==> src/rtl/decoder_residual_add.sv <==
// rtl/decoder_residual_add.sv - skip-path FIFO joined with attention stream into a saturating residual sum
// The skip token waits in a small queue until its matching attention token arrives; the pair is summed with clamping.

module residual_fifo #(
    parameter int WIDTH = 16,
    parameter int DEPTH = 8
) (
    input  logic                   clk,
    input  logic                   rst,
    input  logic                   clr,
    input  logic                   push,
    input  logic [WIDTH-1:0]       push_data,
    input  logic                   pop,
    output logic [WIDTH-1:0]       pop_data,
    output logic [$clog2(DEPTH):0] level
);
    localparam int AW = $clog2(DEPTH);

    logic [WIDTH-1:0] mem [DEPTH];
    logic [AW-1:0]    wr_ptr;
    logic [AW-1:0]    rd_ptr;

    // Pointers wrap naturally because DEPTH is a power of two.
    always_ff @(posedge clk) begin
        if (rst || clr) begin
            wr_ptr <= '0;
            rd_ptr <= '0;
            level  <= '0;
        end else begin
            if (push) wr_ptr <= wr_ptr + 1'b1;
            if (pop)  rd_ptr <= rd_ptr + 1'b1;
            if (push && !pop)
                level <= level + 1'b1;
            else if (!push && pop)
                level <= level - 1'b1;
        end
    end

    always_ff @(posedge clk) begin
        if (push) mem[wr_ptr] <= push_data;
    end

    // Read from registered storage only, so a fresh entry is never visible in its push cycle.
    assign pop_data = mem[rd_ptr];
endmodule

module decoder_residual_add #(
    parameter int DATA_WIDTH = 16,
    parameter int DEPTH      = 8
) (
    input  logic                   clk,
    input  logic                   rst,
    input  logic                   cfg_start,
    input  logic                   x_valid,
    output logic                   x_ready,
    input  logic [DATA_WIDTH-1:0]  x_data,
    input  logic                   attn_valid,
    output logic                   attn_ready,
    input  logic [DATA_WIDTH-1:0]  attn_data,
    output logic                   out_valid,
    input  logic                   out_ready,
    output logic [DATA_WIDTH-1:0]  out_data,
    output logic [$clog2(DEPTH):0] fifo_level,
    output logic [15:0]            tok_count,
    output logic [15:0]            sat_count
);
    localparam int LW = $clog2(DEPTH) + 1;
    localparam logic [LW-1:0] FULL_LEVEL = LW'(DEPTH);
    localparam logic [DATA_WIDTH-1:0] POS_MAX = {1'b0, {(DATA_WIDTH-1){1'b1}}};
    localparam logic [DATA_WIDTH-1:0] NEG_MIN = {1'b1, {(DATA_WIDTH-1){1'b0}}};

    logic                  push;
    logic                  fire;
    logic                  out_hs;
    logic                  clamp;
    logic [DATA_WIDTH-1:0] x_head;
    logic [DATA_WIDTH:0]   sum;
    logic [DATA_WIDTH-1:0] result;

    assign x_ready    = !rst && !cfg_start && (fifo_level < FULL_LEVEL);
    assign attn_ready = !rst && !cfg_start && (fifo_level != '0) && (!out_valid || out_ready);
    assign push       = x_valid && x_ready;
    assign fire       = attn_valid && attn_ready;
    assign out_hs     = out_valid && out_ready;

    residual_fifo #(
        .WIDTH (DATA_WIDTH),
        .DEPTH (DEPTH)
    ) u_fifo (
        .clk       (clk),
        .rst       (rst),
        .clr       (cfg_start),
        .push      (push),
        .push_data (x_data),
        .pop       (fire),
        .pop_data  (x_head),
        .level     (fifo_level)
    );

    // One guard bit: overflow shows up as the top two bits disagreeing.
    assign sum = {attn_data[DATA_WIDTH-1], attn_data} + {x_head[DATA_WIDTH-1], x_head};

    always_comb begin
        clamp  = sum[DATA_WIDTH] != sum[DATA_WIDTH-1];
        result = sum[DATA_WIDTH-1:0];
        if (clamp) result = sum[DATA_WIDTH] ? NEG_MIN : POS_MAX;
    end

    always_ff @(posedge clk) begin
        if (rst || cfg_start) begin
            out_valid <= 1'b0;
            out_data  <= '0;
        end else if (fire) begin
            out_valid <= 1'b1;
            out_data  <= result;
        end else if (out_hs) begin
            out_valid <= 1'b0;
        end
    end

    always_ff @(posedge clk) begin
        if (rst || cfg_start) begin
            tok_count <= '0;
            sat_count <= '0;
        end else begin
            if (out_hs) tok_count <= tok_count + 16'd1;
            if (fire && clamp && (sat_count != 16'hFFFF)) sat_count <= sat_count + 16'd1;
        end
    end
endmodule

==> config.mk <==
export PLATFORM = sky130hd
export DESIGN_NAME = decoder_residual_add
export DESIGN_NICKNAME = d
export VERILOG_FILES = /design/src/rtl/decoder_residual_add.sv
export SDC_FILE = /design/constraint.sdc
export NUM_CORES = 1
export LEC_CHECK = 0
export CELL_PAD_IN_SITES_DETAIL_PLACEMENT = 0
export CELL_PAD_IN_SITES_GLOBAL_PLACEMENT = 1
export CORE_ASPECT_RATIO = 1.2
export CORE_MARGIN = 2
export CORE_UTILIZATION = 25
export DETAILED_ROUTE_END_ITERATION = 6
export GPL_TIMING_DRIVEN = 1
export PLACE_DENSITY_LB_ADDON = 0.05
export SLEW_MARGIN = 20
export SYNTH_ARGS = -nofsm -noshare
export SYNTH_HDL_FRONTEND = slang
export SYNTH_SLANG_ARGS = --single-unit
export TNS_END_PERCENT = 30
==> constraint.sdc <==
create_clock -name clk -period 4.4 [get_ports clk]
set_input_delay 0.88 -clock clk [delete_from_list [all_inputs] [get_ports clk]]
set_output_delay 0.88 -clock clk [all_outputs]
set_load 0.05 [all_outputs]
* After elaboration in Yosys (flattened, before gate mapping) *
Memory sizes are Yosys's and may differ from the RTL's. A register that Yosys moved wholly into a read port is not among the register bits.
Cells that the tools add are included.

storage, ports and cells
  register bits after elaboration = 59
  memory bits (writable) = 128
  bits of input ports = 38
  output and inout bits = 55
  logic and storage cells = 49
  memories kept = 1

cells by class
  $add $sub $neg = 7
  order comparisons = 1
  eq/ne operators = 2
  multiplexer cells = 10
  reductions and logical operators = 21

memory list
  name        depth  bits a word  read ports  clocked after memory_dff  write ports  RTL line  source
  u_fifo.mem  8      16           1           1                         1            19        logic [WIDTH-1:0] mem [DEPTH];

operators by type and width
  cell                                               count
  adder 16 x 1 -> 16 bit, second input constant      2
  two-way mux 16 bit                                 2
  adder 16 x 16 -> 17 bit                            1
  != test 16 bit, second input constant              1
  logical AND 1 bit                                  11
  two-way mux 4 bit                                  2
  adder 3 x 1 -> 3 bit, second input constant        2
  two-way mux 3 bit                                  2
  zero test 1 bit                                    5
  adder 4 x 1 -> 4 bit, second input constant        1
  less-than comparator 4 bit, second input constant  1
  two-way mux 1 bit                                  4
  nonzero test 2 bit                                 2
  nonzero test 4 bit                                 1
  subtractor 4 x 1 -> 4 bit, second input constant   1
  logical OR 1 bit                                   2
  != test 1 bit                                      1

* Logic depth before layout (Yosys ltp) *
  word-level depth = 8
  gate-level depth with buffers = 16
  depth with buffers taken out = 13

* Modules after synthesis *
A second synthesis with hierarchy kept.

unflattened totals
  cells, all modules = 605
  area total of the unflattened synthesis = 8471.9 sq um

by module, submodules not included
  module                instances  cells each  area each (sq um)  seq. area each (sq um)
  residual_fifo         1          254         5524.0             4103.9
  decoder_residual_add  1          351         2947.8             980.9

* Worst setup path after synthesis *
Ideal clock, no wire load.

  path type = input port to flip-flop
  start point = input cfg_start
  end point = memory u_fifo.mem[0][0], enable pin
  setup time = 409 ps
  arrival time = 3679 ps
  data required time = 3991 ps
  setup slack = 312 ps
  stages = 7
  buffers on the path = 2
  cell sequence = or2_2 > buf_4 > nor2_1 > and2_1 > clkbuf_1 > nand2b_1 > nor3_1

on the way
  word-level cells in the longest chain between the ends = 6

RTL lines
  element                                  RTL line  source
  start: declaration                       53        input logic cfg_start,
  zero test 1 bit                          80        assign x_ready = !rst && !cfg_start && (fifo_level < FULL_LEVEL);
  logical AND 1 bit (2 in a row)           80
  via x_ready                              55        output logic x_ready,
  logical AND 1 bit                        82        assign push = x_valid && x_ready;
  via push                                 72        logic push;
  two-way mux 1 bit                        40        if (push) mem[wr_ptr] <= push_data;
  two-way mux 1 bit (implied by the code)  40
  end: declaration                         19

The timed path passes the listed nets, and every way through them passes these cells.

==> flow_metrics.py <==
metrics = {
    "critical_path": {
        "crit_path_end": "sat_count[10]$_SDFFE_PP0P_",
        "cp_max_fo": 10,
        "r2r_end": "sat_count[10]$_SDFFE_PP0P_",
        "arrival_ns": 4.22,
        "crit_type": "flop to flop",
        "r2r_slack_ns": 0.55,
        "reg2reg_depth": 12,
        "cp-end-kind": "flop",
        "required_ns": 4.77,
        "startpoint_type": "flop",
    },
    "cts": {
        "clk_pin_slew_worst_paths_ns": 0.08,
        "cts_buffer_depth": 2,
        "cts_hold_buf": 0,
        "cts.repair.resized": 0,
        "numCtsBuffers": 17,
        "h-tree-depth": 4,
        "cts_tree": "done",
        "cts_setup_buffers": 0,
        "cts-root-buf": "clkbuf_16",
        "insertion_delay_ns": 0.44,
        "clock-sinks": 190,
    },
    "synth": {
        "synth_ff_type": "edfxtp_1",
        "syn-instance-count": 638,
        "synth_top_family_by_area": "multiplexers",
        "synth_fa_ha_area_share_pct": 4.19,
        "yosysMostFrequentCell": "edfxtp_1",
        "synthSimpleGateAreaFrac_pct": 9.60,
        "synth_seq_cells": 190,
        "yosys.area.top_type": "edfxtp_1",
        "synth_compound_area_share_pct": 9.35,
        "synthDistinctLibCells": 66,
        "synthTopCellsByCount": "edfxtp_1, dfxtp_1, nor2_1",
        "synthesis.area_sq_um": 8540,
        "syn_area_per_cell_sq_um": 13.4,
        "ys_async_sr_fraction_pct": 0,
        "synth-xor-area-share_pct": 3.69,
        "synth-edff-count": 128,
        "synthMuxAreaShare_pct": 11.1,
        "synth_nets": 701,
        "synth_seq_area_share_pct": 59.5,
        "synth.top_cell.area_share_pct": 45.0,
        "synth_area_leaders": "edfxtp_1, dfxtp_1, mux4_2, ha_1, a21oi_1",
        "yosys_warnings": 0,
    },
    "timing": {
        "fmax_mhz": 260,
        "period_share_pct": 87.5,
        "slew_headroom_pct": 37.0,
        "rsz0062_at_grt": "no",
        "slew_viol_final": 0,
        "layout_setup_ws_ns": 0.550,
        "layout_min_cycle_time_ns": 3.85,
        "clock_skew_ns": 0.0153,
        "setup_tns_ns": 0,
        "finalSetupViolations": 0,
        "hold_viol": 0,
        "worst_pin_slew_ns": 0.921,
    },
    "placement": {
        "place_congestion": 0.729,
        "pre_cts_slack_ns": 0.392,
        "io_buffers": 92,
        "dp_hpwl_um": 15100,
    },
    "power_and_ir_drop": {
        "power.density_nw_per_um2": 352,
        "ir_drop_v": 0.000203,
        "leakagePower_nw": 3.38,
    },
    "final_layout": {
        "layout.nets": 802,
        "drive_above_1_share_pct": 16.6,
        "multiInputGateArea_sq_um": 3250,
        "area.sequential_sq_um": 5090,
        "diodes": 0,
        "areaGrowthSynthToFinish_pct": 24.5,
        "fillers": 3424,
    },
    "drt": {
        "viasPerCell": 4.50,
        "drtIter0Drc": 274,
        "wl_um": 22100,
        "vias": 5431,
        "ant_nets": 0,
        "drt_pass1_iterations": 4,
        "drcViolationCount": 0,
        "wire_per_inst_um": 18.3,
    },
    "floorplan": {
        "die_w_um": 173,
        "start_util_pct": 25.2,
        "num_rows": 74,
        "core_sq_um": 33900,
        "dieArea_sq_um": 35700,
        "io_pins": 93,
        "die-height_um": 206,
    },
    "global_route": {
        "antenna_found_initial": 0,
        "met3_usage_pct": 2.56,
        "grt_pass1_vias": 5657,
        "grt_use_met1_pct": 15.3,
        "grt_max_degree": 42,
        "grt.total_usage_pct": 12.7,
        "met2_usage_pct": 23.1,
        "grt_pass1_wl_um": 33800,
        "grt_remaining_overflow": 0,
        "grt.busiest_layer": "met2",
    },
    "status": {
        "status": "completed",
    },
    "run": {
        "drv_cap": 0,
    },
    "hold_path": {
        "holdCritPathClass": "flop to flop",
    },
}
## layout make-up
type / instances / share of cell area, %
well taps: 456 / 5.37
clock buffers: 18 / 4.04
flip-flops and latches: 190 / 47.8
multi-input cells: 402 / 30.6
clock inverters: 14 / 1.40
repair buffers: 113 / 10.2
inverters: 15 / 0.530
## worst min path at each step
stage,startpoint,to,slack (ns),depth (start not counted)
6_report,u_fifo.rd_ptr[1]$_SDFFE_PP0P_,flop,0.50,2
5_1_grt,sat_count[12]$_SDFFE_PP0P_,sat_count[12]$_SDFFE_PP0P_,0.54,2
4_1_cts,u_fifo.rd_ptr[1]$_SDFFE_PP0P_,u_fifo.rd_ptr[1]$_SDFFE_PP0P_,0.51,2
3_5_place_dp,u_fifo.rd_ptr[1]$_SDFFE_PP0P_,u_fifo.rd_ptr[1]$_SDFFE_PP0P_,0.50,2
3_3_place_gp,sat_count[12]$_SDFFE_PP0P_,sat_count[12]$_SDFFE_PP0P_,0.48,2
2_1_floorplan,u_fifo.rd_ptr[1]$_SDFFE_PP0P_,flop,0.45,2
## sequential cells by signal (all words and copies together) (netlist names), named ones only
name	count
out_valid	1
u_fifo.rd_ptr	3
out_data	16
u_fifo.level	4
u_fifo.wr_ptr	3
tok_count	16
sat_count	16
u_fifo.mem	128
## worst max-delay path, stage by stage (launching register included)
cell and delay [ns]:
dfxtp_2 0.39, buf_4 0.27, mux4_2 0.53, mux2_2 0.31, ha_1 0.37, and2_4 0.20
a31oi_1 0.26, nand3_1 0.24, nand2_1 0.22, a211o_2 0.20, nand4_2 0.20, or4_1 0.44
a21oi_1 0.16
## through the flow
step	hold slack (ns)	instance area [sq um]	power, mW	util [%]	instances
6_report	0.502	10600	3.75	31.4	1208
2_1_floorplan	0.454	8540	2.13	-	638
5_1_grt	0.538	10600	3.91	31.4	1208
3_5_place_dp	0.498	10100	2.25	29.7	1176
4_1_cts	0.514	10600	3.82	31.4	1208
3_3_place_gp	0.484	10100	2.25	29.7	1176
## where the power goes
part           leakage [nW]  total (mW)  internal [mW]  switching [mW]
sequential             1.65        1.91           1.91         0.00423
clock                 0.282        1.54          0.805           0.736
combinational          1.44       0.291          0.120           0.172
## cell usage in the layout, fill, tap and decap left out, drive strengths merged, types with 22 or more instances in the layout
| master | synthesis | final |
|---|---|---|
| o21ai | 41 | 41 |
| dfxtp | 62 | 62 |
| edfxtp | 128 | 128 |
| ha | 23 | 23 |
| nand2 | 32 | 32 |
| nor2 | 52 | 52 |
| mux4 | 32 | 32 |
| inv | 15 | 23 |
| a21oi | 47 | 47 |
| clkdlybuf4s50 | 0 | 91 |
| buf | 13 | 22 |
## cells by family (layout without fill, tap and decap cells)
family / after synthesis / count (layout)
buffers and inverters: 46 / 160
and+or+nand+nor: 162 / 162
DFF: 190 / 190
muxes: 53 / 53
AOI/OAI and AO/OA: 123 / 123
adders and majority gates: 28 / 28
xor gates and xnor gates: 36 / 36
## metal layers
layer  vias up  part of all wire (%)
li1       2615                     -
met1      2702                    45
met2        99                    51
met3        15                   2.7
met4         0                   1.2
met5         -                     0
(Power assumes the default switching activity.)
